File: config.mk
export PLATFORM = sky130hd
export DESIGN_NAME = riscv_fetch_prefetch
export DESIGN_NICKNAME = d
export VERILOG_FILES = /design/src/rtl/riscv_fetch_prefetch.sv
export SDC_FILE = /design/constraint.sdc
export NUM_CORES = 1
export LEC_CHECK = 0
export CORE_ASPECT_RATIO = 2
export CORE_MARGIN = 2
export CORE_UTILIZATION = 50
export CTS_BUF_LIST = sky130_fd_sc_hd__clkbuf_16
export DETAILED_ROUTE_END_ITERATION = 6
export GPL_TIMING_DRIVEN = 0
export PLACE_DENSITY = 0.76
export SLEW_MARGIN = 20
export SYNTH_ARGS = -nofsm -noshare
export SYNTH_HDL_FRONTEND = slang
export SYNTH_SLANG_ARGS = --single-unit
File: constraint.sdc
create_clock -name clk -period 2.9 [get_ports clk]
set_input_delay 0.29 -clock clk [delete_from_list [all_inputs] [get_ports clk]]
set_output_delay 0.29 -clock clk [all_outputs]
set_load 0.02 [all_outputs]
File: src/rtl/riscv_fetch_prefetch.sv
// riscv_fetch_prefetch
//
// Instruction-fetch front end. It acts as an OBI master towards the
// instruction memory, with at most one transaction outstanding. Fetched words
// go into a small prefetch FIFO together with their PCs, and decode takes them
// out over a valid/ready handshake. A branch empties the FIFO, moves the fetch
// address to the target, and drops any response that is still in flight.
//
// Ports
//   clk, reset_n        clock; asynchronous active-low reset
//   instr_req_o         OBI request (registered state)
//   instr_addr_o        OBI address, word aligned (registered)
//   instr_gnt_i         OBI grant, only looked at in REQ
//   instr_rvalid_i      OBI response valid, only looked at in WAIT
//   instr_rdata_i       OBI read data
//   branch_i            one-cycle redirect/flush pulse
//   branch_addr_i       redirect target, bits [1:0] ignored
//   instr_valid_o       FIFO head valid towards decode
//   instr_rdata_o       instruction at the FIFO head
//   instr_pc_o          PC of the FIFO head
//   instr_ready_i       decode takes the head this cycle
//   busy_o              FSM is not in IDLE

module riscv_fetch_prefetch #(
    parameter int unsigned FIFO_DEPTH = 2,
    parameter logic [31:0] BOOT_ADDR  = 32'h0000_0000
) (
    input  logic        clk,
    input  logic        reset_n,
    output logic        instr_req_o,
    output logic [31:0] instr_addr_o,
    input  logic        instr_gnt_i,
    input  logic        instr_rvalid_i,
    input  logic [31:0] instr_rdata_i,
    input  logic        branch_i,
    input  logic [31:0] branch_addr_i,
    output logic        instr_valid_o,
    output logic [31:0] instr_rdata_o,
    output logic [31:0] instr_pc_o,
    input  logic        instr_ready_i,
    output logic        busy_o
);

    localparam int unsigned PTR_W = $clog2(FIFO_DEPTH);
    localparam int unsigned CNT_W = PTR_W + 1;
    localparam logic [CNT_W-1:0] DEPTH_C = CNT_W'(FIFO_DEPTH);

    typedef enum logic [1:0] {
        S_IDLE,
        S_REQ,
        S_WAIT
    } state_t;

    state_t           state_q;
    state_t           state_d;
    logic [31:0]      fetch_addr_q;
    logic [31:0]      req_addr_q;
    logic             discard_q;
    logic [31:0]      fifo_pc_q    [FIFO_DEPTH];
    logic [31:0]      fifo_instr_q [FIFO_DEPTH];
    logic [PTR_W-1:0] rd_ptr_q;
    logic [PTR_W-1:0] wr_ptr_q;
    logic [CNT_W-1:0] count_q;
    logic [CNT_W-1:0] count_d;

    logic [31:0] branch_target;
    logic        grant;
    logic        response;
    logic        push;
    logic        pop;
    logic        branch_addr_unused;

    assign branch_target      = {branch_addr_i[31:2], 2'b00};
    assign branch_addr_unused = ^branch_addr_i[1:0];

    assign grant    = (state_q == S_REQ) && instr_gnt_i;
    assign response = (state_q == S_WAIT) && instr_rvalid_i;

    // A flush wins over a same-cycle push or pop. It also kills a response
    // that lands in the same cycle as the branch.
    assign push = response && !discard_q && !branch_i;
    assign pop  = instr_valid_o && instr_ready_i && !branch_i;

    // Occupancy after this cycle. WAIT uses it to decide whether space is
    // left for the next request.
    always_comb begin
        count_d = count_q;
        if (branch_i) begin
            count_d = '0;
        end else if (push && !pop) begin
            count_d = count_q + CNT_W'(1);
        end else if (pop && !push) begin
            count_d = count_q - CNT_W'(1);
        end
    end

    // State register
    always_ff @(posedge clk or negedge reset_n) begin
        if (!reset_n) begin
            state_q <= S_IDLE;
        end else begin
            state_q <= state_d;
        end
    end

    // Next-state logic. REQ only moves on a grant, so a branch never
    // withdraws a request that is still pending.
    always_comb begin
        state_d = state_q;
        case (state_q)
            S_IDLE: begin
                if ((count_q < DEPTH_C) && !branch_i) begin
                    state_d = S_REQ;
                end
            end
            S_REQ: begin
                if (instr_gnt_i) begin
                    state_d = S_WAIT;
                end
            end
            S_WAIT: begin
                if (instr_rvalid_i) begin
                    state_d = (count_d < DEPTH_C) ? S_REQ : S_IDLE;
                end
            end
            default: state_d = S_IDLE;
        endcase
    end

    // Outputs, taken from the state and request-address registers only
    always_comb begin
        instr_req_o  = (state_q == S_REQ);
        instr_addr_o = req_addr_q;
        busy_o       = (state_q != S_IDLE);
    end

    // Fetch address, latched request address and the discard flag.
    // While discard is set, the pending request belongs to the old stream.
    // Its grant therefore must not advance the branch target held in
    // fetch_addr.
    always_ff @(posedge clk or negedge reset_n) begin
        if (!reset_n) begin
            fetch_addr_q <= BOOT_ADDR;
            req_addr_q   <= BOOT_ADDR;
            discard_q    <= 1'b0;
        end else begin
            if (branch_i) begin
                fetch_addr_q <= branch_target;
            end else if (grant && !discard_q) begin
                fetch_addr_q <= fetch_addr_q + 32'd4;
            end

            if ((state_q != S_REQ) && (state_d == S_REQ)) begin
                req_addr_q <= branch_i ? branch_target : fetch_addr_q;
            end

            if (response) begin
                discard_q <= 1'b0;
            end else if (branch_i && (state_q != S_IDLE)) begin
                discard_q <= 1'b1;
            end
        end
    end

    // Prefetch FIFO storage. Pointers wrap naturally because the depth is a
    // power of two.
    always_ff @(posedge clk or negedge reset_n) begin
        if (!reset_n) begin
            rd_ptr_q <= '0;
            wr_ptr_q <= '0;
            count_q  <= '0;
            for (int i = 0; i < int'(FIFO_DEPTH); i++) begin
                fifo_pc_q[i]    <= '0;
                fifo_instr_q[i] <= '0;
            end
        end else begin
            count_q <= count_d;
            if (branch_i) begin
                rd_ptr_q <= '0;
                wr_ptr_q <= '0;
            end else begin
                if (push) begin
                    fifo_pc_q[wr_ptr_q]    <= req_addr_q;
                    fifo_instr_q[wr_ptr_q] <= instr_rdata_i;
                    wr_ptr_q               <= wr_ptr_q + PTR_W'(1);
                end
                if (pop) begin
                    rd_ptr_q <= rd_ptr_q + PTR_W'(1);
                end
            end
        end
    end

    assign instr_valid_o = (count_q != '0);
    assign instr_rdata_o = fifo_instr_q[rd_ptr_q];
    assign instr_pc_o    = fifo_pc_q[rd_ptr_q];

endmodule

* Word level (Yosys, flattened, before mapping)
Index checks and enable logic that the tools add are counted.
** Word-level totals
- Register bits :: 199
- Bits of input ports :: 70
** Operators by class
- Multiplexer cells :: 27
- Reductions and logical operators :: 25
- Equal/unequal tests :: 4
- Bitwise gates (word level) :: 3
- Order comparisons :: 5
- $add $sub $neg :: 5
** Operator list (number)
- two-way mux 32 bit :: 10
- bitwise mux 64 bit :: 2
- adder 32 x 3 -> 32 bit (second input constant) :: 1
- demux 32 bit (select 1 bit) :: 1
- logical AND 1 bit :: 13
- two-way mux 2 bit :: 6
- nonzero test 2 bit :: 6
- two-way mux 1 bit :: 7
- case mux 2 bit (3 select lines) :: 1
- == test 2 x 1 -> 1 bit (second input constant) :: 2
- greater-or-equal comparator 2 bit (second input constant) :: 2
- zero test 1 bit :: 4
- less-than comparator 2 bit (second input constant) :: 2
- NOT 1 -> 2 bit :: 2
- adder 1 bit (second input constant) :: 2
- adder 2 x 1 -> 2 bit (second input constant) :: 1
- == test 2 bit (second input constant) :: 1
- zero test 2 bit :: 1
- less-than comparator 2 x 1 -> 1 bit (second input constant) :: 1
- inequality test 2 x 1 -> 1 bit (second input constant) :: 1
- AND reduction 2 bit :: 1
- subtractor 2 x 1 -> 2 bit (second input constant) :: 1
- NOT 1 bit :: 1

* Logic depth before layout (Yosys ltp)
- Word-level depth :: 15
- Mapped depth :: 8
- Depth with buffers taken out :: 7

* Worst setup path after synthesis
OpenSTA, ideal clock, no wires.
- Kind :: register to register
- From :: reg count_q[1]
- To :: reg req_addr_q[28], in the netlist instr_addr_o[28]
- Path buffers :: 1
- Clock period less this slack :: 2.047 ns
- Arrival :: 1.954 ns
- Path slack :: 0.853 ns
- Stages on the path, launching flop included :: 9
- Path through :: dfrtp_1 inv_1 ha_1 nand2b_4 mux2_4 mux2_4 a21bo_4 buf_6 a221oi_2
** On the way
- Cells in the longest elaborated chain, start to end :: 13
- Elaborated cells between the ends (all ways) :: 20
- Those cells by class :: 2 x add/sub; 2 x order compare; 1 x eq/ne; 7 x mux; 8 x reduce/logical
** RTL lines
- start, declared :: RTL line 63 : logic [CNT_W-1:0] count_q;
- start signal, assigned :: RTL line 177 : count_q <= count_d;
- nonzero test 2 bit :: RTL line 194 : assign instr_valid_o = (count_q != '0);
- logical AND 1 bit (2 in a row) :: RTL line 82 : assign pop = instr_valid_o && instr_ready_i && !branch_i;
- logical AND 1 bit or zero test 1 bit (tied branches) :: RTL line 92, 90
- two-way mux 2 bit or logical AND 1 bit (tied branches) :: RTL line 92, 90
- two-way mux 2 bit :: RTL line 90 : end else if (push && !pop) begin
- two-way mux 2 bit :: RTL line 88 : if (branch_i) begin
- less-than comparator 2 bit :: RTL line 123 : state_d = (count_d < DEPTH_C) ? S_REQ : S_IDLE;
- two-way mux 1 bit :: RTL line 123
- two-way mux 2 bit :: RTL line 122 : if (instr_rvalid_i) begin
- case mux 2 bit (3 select lines) * :: RTL line 110 : case (state_q)
- == test 2 x 1 -> 1 bit * :: RTL line 153 : if ((state_q != S_REQ) && (state_d == S_REQ)) begin
- logical AND 1 bit * :: RTL line 153
- end signal, assigned :: RTL line 154 : req_addr_q <= branch_i ? branch_target : fetch_addr_q;
- end, declared :: RTL line 57 : logic [31:0] req_addr_q;
Mark *: on every way between the ends. The rest lies on a longest branch, timed or not.
A chain may end at the register's enable or synchronous reset.

* Final worst setup path
- From :: reg rd_ptr_q
- To :: out instr_pc_o[1]
** On the way
- Cells in the longest elaborated chain, start to end :: 4
** RTL lines
- start, declared :: RTL line 61 : logic [PTR_W-1:0] rd_ptr_q;
- start signal, assigned :: RTL line 188 : rd_ptr_q <= rd_ptr_q + PTR_W'(1);
- NOT 1 -> 2 bit (not written as such) :: RTL line 196 : assign instr_pc_o = fifo_pc_q[rd_ptr_q];
- two-way mux 32 bit (not written as such) (3 in a row) :: RTL line 196
- end, declared :: RTL line 39 : output logic [31:0] instr_pc_o,
No other way between the ends. The select of a mux whose other input is x is not followed.

==> impl_metrics.yaml <==
status:
  status: "complete, no violations"
pwr:
  pwr-share-seq_pct: 34.8
  combPwrFrac_pct: 44.6
  power.share.clock_pct: 20.6
  p_leak_nw: 5.624
  internal_power_mw: 7.532
  p_sw_mw: 4.220
  switching_share_pct: 35.91
  vdd_ir_drop_max_mv: 0.4623
  power_mw: 11.75
  p_per_area_nw_per_um2: 956.6
timing:
  fmax_mhz: 360.7
  hold_violations: 0
  clock_skew_ns: 0.01208
  whs_ns: 0.3629
  drv_slew: 0
  tns_ns: 0
  tightest_slew_ns: 0.9714
  min_period_ns: 2.773
  finalSetupViolCount: 0
  maxSlewHeadroom_pct: 34.76
  rsz0062_at_grt: "no"
  finalCritPeriodShare_pct: 95.61
critical_path:
  cp.arrival_ns: 2.48
  start_kind: "flop"
  critical_path_peak_fanout: 10
  rr_endpoint: "fifo_instr_q[44]"
  end_kind: "primary output"
  crit_required_ns: 2.61
  path_class: "flop to primary output"
  rrSetupSlack_ns: 0.59
  reg2reg_from: "state_q[1]"
  worstRegToRegCells: 6
placement:
  post-place-cells: 1162
  port_buffers: 166
  place_congestion: 0.8447
  placed_area_sq_um: 11670
  dp_hpwl_um: 16840
clock_tree:
  clkLatencyLatePin_ns: 0.43
  path_clk_slew_ns: 0.07
  clockRootBuffer: "clkbuf_16"
  cts_made_buffers: 17
  cts_tree: "built"
  cts_sinks: 194
  post-cts-setup-buffers: 0
  cts.htree.levels: 4
  cts_buffer_depth: 2
floorplan:
  row_count: 71
  ioPinCount: 169
  fp.dieH_um: 200.2
  die_width_um: 102.1
  die_area_sq_um: 20440
  start_util_pct: 51.11
  core_area_sq_um: 18830
yosys:
  ys_types: 49
  synth_edf_count: 0
  synth_warnings: 0
  syn_inst: 739
  synth_xor_xnor_area_share_pct: 2.730
  syn-num-nets: 811
  synth_mux_area_share_pct: 26.71
  synth-simple-area-share_pct: 7.695
  syn_area_sq_um: 9625
  async_flop_share_pct: 100.0
  synth_fa_ha_area_share_pct: 0.2600
  synth_compound_area_share_pct: 7.565
  ys.flop_type: "dfrtp_1"
  synth_top_family_by_area: "multiplexers"
  yosysSeqAreaShare_pct: 50.44
  avgSynthCellArea_sq_um: 13.03
  synth_seq_cells: 194
route:
  first_pass_iters: 4
  wl_um: 22340
  wire_per_inst_um: 18.71
  drtAntennaViolNets: 0
  drc_errors: 0
  dr.first_iter.drc_count: 194
  vias: 6415
  via_per_inst: 5.373
finish:
  synthToLayoutAreaGrowth_pct: 27.62
  final_cells: 1194
  drive_above_1_share_pct: 32.59
  final_area_sq_um: 12280
  fin_nets: 998
  diodes: 0
global_routing:
  grt.total_usage_pct: 22.70
  gr-total-overflow: 0
  grt_pass1_wl_um: 35900
  first_global_vias: 6715
  grt_max_degree: 72
  antenna_found_initial: 0
run:
  cap_viol_max_count: 0
hold_path:
  min_path_type: "input pin to asynchronous set/reset pin"
==> state kept, by name, summed over array words and instances, names as in the netlist <==
register	cells
wr_ptr_q	1
rd_ptr_q	1
instr_addr_o	31
fifo_pc_q	62
discard_q	1
fetch_addr_q	30
state_q	2
count_q	2
fifo_instr_q	64
==> kinds of logic (layout without fill, tap and decap cells) <==
logic type	count (synthesis)	in the layout
fa+ha+maj	2	2
xor+xnor	30	30
mux	221	221
compound gates	75	75
simple gates	135	135
flops	194	194
buf+inv	82	282
==> cells in the mapped netlist (all sizes together), types with 2 or more instances <==
| cell type | count | share of area [%] |
|---|---|---|
| a21oi | 4 | 0.21 |
| nor4 | 4 | 0.73 |
| xor2 | 22 | 2.0 |
| nor3 | 7 | 0.42 |
| nand4 | 14 | 0.91 |
| dfrtp | 194 | 50 |
| ha | 2 | 0.26 |
| and3 | 5 | 0.32 |
| nor2b | 3 | 0.20 |
| nand2 | 36 | 1.5 |
| or2 | 2 | 0.16 |
| xnor2 | 8 | 0.73 |
| buf | 27 | 2.2 |
| a221oi | 30 | 4.7 |
| o21ai | 27 | 1.4 |
| a211oi | 3 | 0.23 |
| nor2 | 41 | 1.7 |
| o21bai | 2 | 0.16 |
| nand3 | 13 | 0.68 |
| mux2i | 30 | 3.1 |
| and2 | 2 | 0.13 |
| mux2 | 191 | 24 |
| and2b | 2 | 0.18 |
| inv | 36 | 1.4 |
| clkbuf | 19 | 0.95 |
| a311oi | 2 | 0.18 |
==> layer usage <==
layer / vias up / part of all wire (%) / GRT usage [%]
met5: - / 0 / 0
met4: 0 / 3.6 / 10.14
met3: 41 / 3.2 / 3.594
met2: 142 / 55 / 40.53
met1: 3231 / 38 / 25.93
li1: 3001 / - / -
==> metrics by stage <==
stage / setup WS [ns] / util, %
floorplan: 0.8526 / -
global placement: -6.568 / 61.63
detailed placement: 0.1321 / 61.95
CTS: 0.01656 / 65.21
global route: 0.004484 / 65.23
finish: 0.1274 / 65.23
==> cells in the final DEF, fill, tap and decap left out, types with 6 or more instances in the layout <==
cell,n
xor2_1,22
xnor2_1,8
mux2_4,32
nor3_1,6
mux2i_1,30
clkbuf_1,10
nand3_1,13
mux2_2,159
clkbuf_2,6
clkbuf_16,17
inv_1,36
nor2_1,40
dfrtp_1,194
clkdlybuf4s50_1,165
buf_6,11
nand2_1,35
nand4_1,14
a221oi_2,30
buf_2,11
o21ai_0,26
==> cell type report <==
class                           count  area [sq um]
Fill cell                        1506          6549
Sequential cell                   194          4855
Multi-Input combinational cell    463          4328
Timing Repair Buffer              169          1732
Clock buffer                       17         425.4
Tap cell                          255         319.1
Buffer                             45         311.5
Clock inverter                     15         178.9
Inverter                           36         135.1
==> repair_timing <==
action,CTS,global route
endpoints found under the hold margin,54,0
hold buffers,1,0
endpoints found under the setup margin,60,11
resized for setup,4,4
==> worst max path at each step <==
| stage | startpoint | to | slack (ns) | cells past startpoint |
|---|---|---|---|---|
| 6_report | rd_ptr_q | instr_pc_o[1] | 0.13 | 4 |
| 4_1_cts | rd_ptr_q | instr_rdata_o[9] | 0.02 | 3 |
| 3_3_place_gp | reset_n | fifo_instr_q[38] | -6.57 | 1 |
| 2_1_floorplan | count_q[1] | instr_addr_o[28] | 0.85 | 8 |
| 5_1_grt | rd_ptr_q | instr_pc_o[1] | 0.004 | 4 |
| 3_5_place_dp | rd_ptr_q | instr_pc_o[1] | 0.13 | 5 |
==> power groups by stage <==
stage          Combinational [mW]  Clock, mW  Sequential, mW
2_1_floorplan                3.07          0            4.15
3_3_place_gp                 5.22          0            4.08
3_5_place_dp                 5.29          0            4.11
4_1_cts                      5.30       2.48            4.09
5_1_grt                      5.59       2.60            4.19
6_report                     5.24       2.42            4.08
==> critical path, cell delays in order (launching register included) <==
cell and delay, ns:
dfrtp_1 0.60, clkbuf_2 0.40, mux2_2 0.41, buf_4 0.13, clkdlybuf4s50_1 0.52
Power figures use the tool's default switching activity.
